--- src/rtl/e_traceback_213_pkg.sv ---
// Shared constants, FSM encoding and the trellis predecessor step
// for the (2,1,3) Viterbi traceback block.
package e_traceback_213_pkg;

  localparam int M     = 3;
  localparam int NS    = 8;
  localparam int DEPTH = 64;
  localparam int AW    = 6;
  localparam int LW    = AW + 1;

  typedef enum logic [1:0] {
    TB_FILL  = 2'd0,
    TB_TRACE = 2'd1,
    TB_EMIT  = 2'd2
  } tb_fsm_e;

  // Predecessor of state s: shift in the stored survivor bit as the new LSB.
  function automatic logic [M-1:0] tb_pred(input logic [M-1:0] s, input logic [NS-1:0] dv);
    return {s[M-2:0], dv[s]};
  endfunction

endpackage

--- src/rtl/e_survivor_mem_213.sv ---
// Survivor-decision storage: DEPTH rows of NS decision bits,
// synchronous write, combinational read.
module e_survivor_mem_213
  import e_traceback_213_pkg::*;
(
  input  logic          clk,
  input  logic          wr_en,
  input  logic [AW-1:0] wr_addr,
  input  logic [NS-1:0] wr_data,
  input  logic [AW-1:0] rd_addr,
  output logic [NS-1:0] rd_data
);

  logic [NS-1:0] mem [DEPTH];

  always_ff @(posedge clk) begin
    if (wr_en) mem[wr_addr] <= wr_data;
  end

  assign rd_data = mem[rd_addr];

endmodule

--- src/rtl/e_traceback_213.sv ---
// Frame-based traceback: fills survivor memory, traces back from min_state,
// then emits decoded bits in time order over a valid/ready handshake.
module e_traceback_213
  import e_traceback_213_pkg::*;
(
  input  logic          clk,
  input  logic          rst_n,
  input  logic          dec_valid,
  output logic          dec_ready,
  input  logic [NS-1:0] dec_vec,
  input  logic          frame_last,
  input  logic [M-1:0]  min_state,
  output logic          out_valid,
  input  logic          out_ready,
  output logic          out_bit,
  output logic          out_last,
  output logic          frame_err
);

  tb_fsm_e        state, state_nxt;
  logic [AW-1:0]  wr_ptr, rd_ptr, idx;
  logic [LW-1:0]  len;
  logic [M-1:0]   tb_state;
  logic [DEPTH-1:0] bit_buf;
  logic [NS-1:0]  rd_vec;
  logic           accept, at_top, frame_end, emit_fire, emit_last;

  assign dec_ready = (state == TB_FILL);
  assign out_valid = (state == TB_EMIT);
  assign accept    = dec_valid && dec_ready;
  assign at_top    = (wr_ptr == AW'(DEPTH - 1));
  assign frame_end = accept && (frame_last || at_top);
  assign emit_last = ({1'b0, idx} == (len - LW'(1)));
  assign emit_fire = out_valid && out_ready;

  // Gated by EMIT so both outputs read zero outside the emit phase.
  assign out_bit  = out_valid && bit_buf[idx];
  assign out_last = out_valid && emit_last;

  e_survivor_mem_213 u_mem (
    .clk     (clk),
    .wr_en   (accept),
    .wr_addr (wr_ptr),
    .wr_data (dec_vec),
    .rd_addr (rd_ptr),
    .rd_data (rd_vec)
  );

  always_ff @(posedge clk or negedge rst_n) begin
    if (!rst_n) state <= TB_FILL;
    else        state <= state_nxt;
  end

  always_comb begin
    state_nxt = state;
    case (state)
      TB_FILL:  if (frame_end) state_nxt = TB_TRACE;
      TB_TRACE: if (rd_ptr == '0) state_nxt = TB_EMIT;
      TB_EMIT:  if (emit_fire && emit_last) state_nxt = TB_FILL;
      default:  state_nxt = TB_FILL;
    endcase
  end

  always_ff @(posedge clk or negedge rst_n) begin
    if (!rst_n) begin
      wr_ptr    <= '0;
      rd_ptr    <= '0;
      idx       <= '0;
      len       <= '0;
      tb_state  <= '0;
      frame_err <= 1'b0;
    end else begin
      // A forced end is an accept on the last row without frame_last.
      frame_err <= accept && at_top && !frame_last;
      case (state)
        TB_FILL: begin
          if (accept) begin
            wr_ptr <= wr_ptr + AW'(1);
            if (frame_end) begin
              len      <= LW'(wr_ptr) + LW'(1);
              tb_state <= min_state;
              rd_ptr   <= wr_ptr;
              idx      <= '0;
            end
          end
        end
        TB_TRACE: begin
          tb_state <= tb_pred(tb_state, rd_vec);
          rd_ptr   <= rd_ptr - AW'(1);
        end
        TB_EMIT: begin
          if (emit_fire) begin
            idx <= idx + AW'(1);
            if (emit_last) wr_ptr <= '0;
          end
        end
        default: ;
      endcase
    end
  end

  // Decoded bits land in time order, so EMIT reads them forward by idx.
  always_ff @(posedge clk) begin
    if (state == TB_TRACE) bit_buf[rd_ptr] <= tb_state[M-1];
  end

endmodule
--- config.mk ---
export PLATFORM = sky130hd
export DESIGN_NAME = e_traceback_213
export DESIGN_NICKNAME = d
export VERILOG_FILES = /design/src/rtl/e_traceback_213_pkg.sv /design/src/rtl/e_survivor_mem_213.sv /design/src/rtl/e_traceback_213.sv
export SDC_FILE = /design/constraint.sdc
export NUM_CORES = 1
export LEC_CHECK = 0
export BUFFER_PORTS_ARGS = -buffer_cell sky130_fd_sc_hd__buf_2
export CAP_MARGIN = 20
export CELL_PAD_IN_SITES_DETAIL_PLACEMENT = 1
export CELL_PAD_IN_SITES_GLOBAL_PLACEMENT = 2
export CORE_MARGIN = 3
export CORE_UTILIZATION = 40
export DETAILED_ROUTE_END_ITERATION = 12
export PLACE_DENSITY_LB_ADDON = 0.1
export SLEW_MARGIN = 10
export SYNTH_ARGS = -nofsm -noshare
export SYNTH_HDL_FRONTEND = slang
export SYNTH_SLANG_ARGS = --single-unit
export TNS_END_PERCENT = 100
--- constraint.sdc ---
create_clock -name clk -period 2.5 [get_ports clk]
set_input_delay 0.125 -clock clk [delete_from_list [all_inputs] [get_ports clk]]
set_output_delay 0.125 -clock clk [all_outputs]
set_load 0.05 [all_outputs]
==> out/qor.txt <==
Status: finished with violations
Violated checks: setup timing
Setup Total Neg Slack: -1210 ps
TritonCTS clock tree: built
IO Pins: 21
Most common cell after layout, fill and taps aside: edfxtp_1
Global Route Usage Sum: 0.245
Ys Warns: 0
Worst-path maximum fanout: 5
Startpoint types: flop
Async SR Flop Fraction: 0.0511
Dpl hpwl: 53.5 mm
Max-slew headroom: 0.441
RSZ-0062 raised after global routing: yes
Post-synth EDFFs: 576
Commonest cells after routing, fill and taps aside: edfxtp_1, buf_4, nor2_1
DRC viols: 0
Critical path data arrival time: 3020 ps
First-pass GRT wire length: 116 mm
Final Instance Count excl. Fillers: 2731
Largest net degree at the start of global routing: 66
Flop2flop setup slack: -370 ps
Tmin final: 3140 ps
Final Max Tran Viols: 0
Hold_ws: 28.7 ps
Router iterations before antenna repair: 5
Detailed Route WL: 79.5 mm
CTS clk-pin slew, worst paths: 60 ps
Skew final: 21.6 ps
Root Driver: clkbuf_16
Post-route ant nets: 0
Post-synthesis register bit count: 607
Area leader, netlist: edfxtp_1
Slack of the critical path: -644 ps
Worst hold path type: primary input to flop
Clk Latency, worst-skew pair: 610 ps
CP Class: flop to primary output
Post-layout net count: 1874
Die area: 65200 sq um
Share of layout cells above drive strength 1: 0.325
# port buffers: 20
CTS buffer count: 68
Critical Path Sink: out_bit
Core ar.: 60900 sq um
DR vias/cell: 5.57
Gpl congestion: 0.885
Ranking of synthesized cells by area: edfxtp_1, mux4_2, dfrtp_1, mux2i_1, nor2_1
Crit share post-route: 1.26
Rows: 90
Vias in the first global route: 16300
Slew @ Worst Pin: 838 ps
Placed Cells: 2585
Seq/Total Area, Yosys: 0.727
Net Count, Synth: 1547
Initial antenna violation count: 0
Post-synth top flop: edfxtp_1
Drt wl/cell: 29.1 um
GRT overflow: 0
Pwr dens: 1120 nW/um^2
Post-Syn Area: 24900 sq um
Cell variety after synth: 68
Inserted Diodes: 0
Hold Vio Cnt, Final: 0
Initial Util: 0.408
DP Worst Slack: -533 ps
Max Fclk: 318 MHz
Clock net sink count: 607
Synth-to-Final Area Change: 24.2%
Cell count after synthesis: 1527
FF-to-FF Start: rd_ptr[1]
Max-cap violation count: 0
Capturing element type of the critical path: primary output
Die height: 255 um
Crit path required time: 2380 ps
Worst reg2reg path endpoint: tb_state[0]
Vias: 15200
Top cell type's share of synthesized area: 0.695
Die width: 255 um
CP Launch Point: idx[0]
Initial DRC count: 1344
CTS H-Tree Depth: 3
Maximum clock insertion buffer count: 3
Syn_area_per_cell: 16.3 sq um
FF-to-FF path depth: 11
Final setup vio count: 3
Max VDD drop: 664 uV
Leak Pwr: 10.6 nW
## sequential cells by signal, summed over array words and instances, names as in the netlist
name and cells:
len 7, bit_buf 64, wr_ptr 6, rd_ptr 6, tb_state 3, state 2
u_mem.mem 512, idx 6, frame_err 1
## report_power, final
part	internal [W]	switching [W]
Clock	0.00539	0.00397
Sequential	0.0116	0.000357
Combinational	0.00587	0.00731
## logic make-up after synthesis
family	after synthesis	synth area share
adders and majority gates	4	0.00201
AOI/OAI and AO/OA	267	0.0759
muxes	184	0.107
xor gates and xnor gates	17	0.00599
DFF	607	0.727
buffers and inverters	110	0.0229
and+or+nand+nor	338	0.0592
## synth_stat cells, types with 3 or more instances
master	number
a211oi_1	4
a21oi_1	46
a221o_1	15
a221oi_1	30
a22o_1	8
a22oi_1	35
a31oi_1	6
a32oi_1	8
and2_1	7
buf_2	36
buf_4	10
buf_6	7
clkbuf_1	44
dfrtp_1	31
edfxtp_1	576
ha_1	4
inv_1	7
mux2_1	3
mux2_2	50
mux2_4	3
mux2i_1	70
mux4_1	5
mux4_2	53
nand2_1	65
nand2b_1	7
nand3_1	31
nand3b_1	4
nand4_1	3
nor2_1	179
nor2b_1	12
nor3_1	10
o21ai_0	53
o22a_1	5
o22ai_1	19
o2bb2ai_1	6
o31ai_1	4
o32ai_1	3
or2_2	4
or3_1	4
or4_1	3
xnor2_1	8
xor2_1	9
## worst max-delay path: stages, from the launching register on
cell and delay [ps]:
dfrtp_2 460, buf_12 160, mux4_2 550, mux4_2 490, mux4_2 450, and2_4 150
buf_8 140
## layer usage
layer,track usage,share of wire
met5,0,0
met4,0.0706,0.024
met3,0.0364,0.051
met2,0.411,0.49
met1,0.333,0.43
## worst min-delay path by stage
| stage | to | start | slack (ps) | cells past startpoint |
|---|---|---|---|---|
| finish | wr_ptr[0] | dec_valid | 30 | 3 |
| global route | u_mem.mem[19][1] | dec_vec[1] | 30 | 1 |
| CTS | wr_ptr[4] | dec_valid | 3 | 3 |
| detailed placement | idx[3] | rst_n | 270 | 1 |
| global placement | idx[5] | rst_n | 260 | 1 |
| floorplan | frame_err | rst_n | -170 | 0 |
## through the flow
step                      area (sq um)  power, W   util
after floorplan                  24900    0.0180      -
after global placement           28200    0.0241  0.462
after detailed placement         28200    0.0242  0.462
after CTS                        30700    0.0344  0.504
after global routing             30900    0.0359  0.507
final                            30900    0.0345  0.507
## timing repair
item / 4_1_cts / 5_1_grt
cloned: 3 / 0
gates resized for setup: 57 / 44
hold endpoints to repair: 42 / 0
buffers inserted: 17 / 6
pin swaps: 14 / 24
endpoints found under the setup margin: 3 / 8
hold buffers: 6 / 0
## cell type report
type                       count  area, sq um
fill                        5808        30000
tap                          828         1040
clock buffer                  89         1840
clock inverter                30          195
inverter                      10         37.5
sequential                   607        18100
timing repair buffer         357         3150
multi-input combinational    810         6550
(Power assumes the default switching activity.)
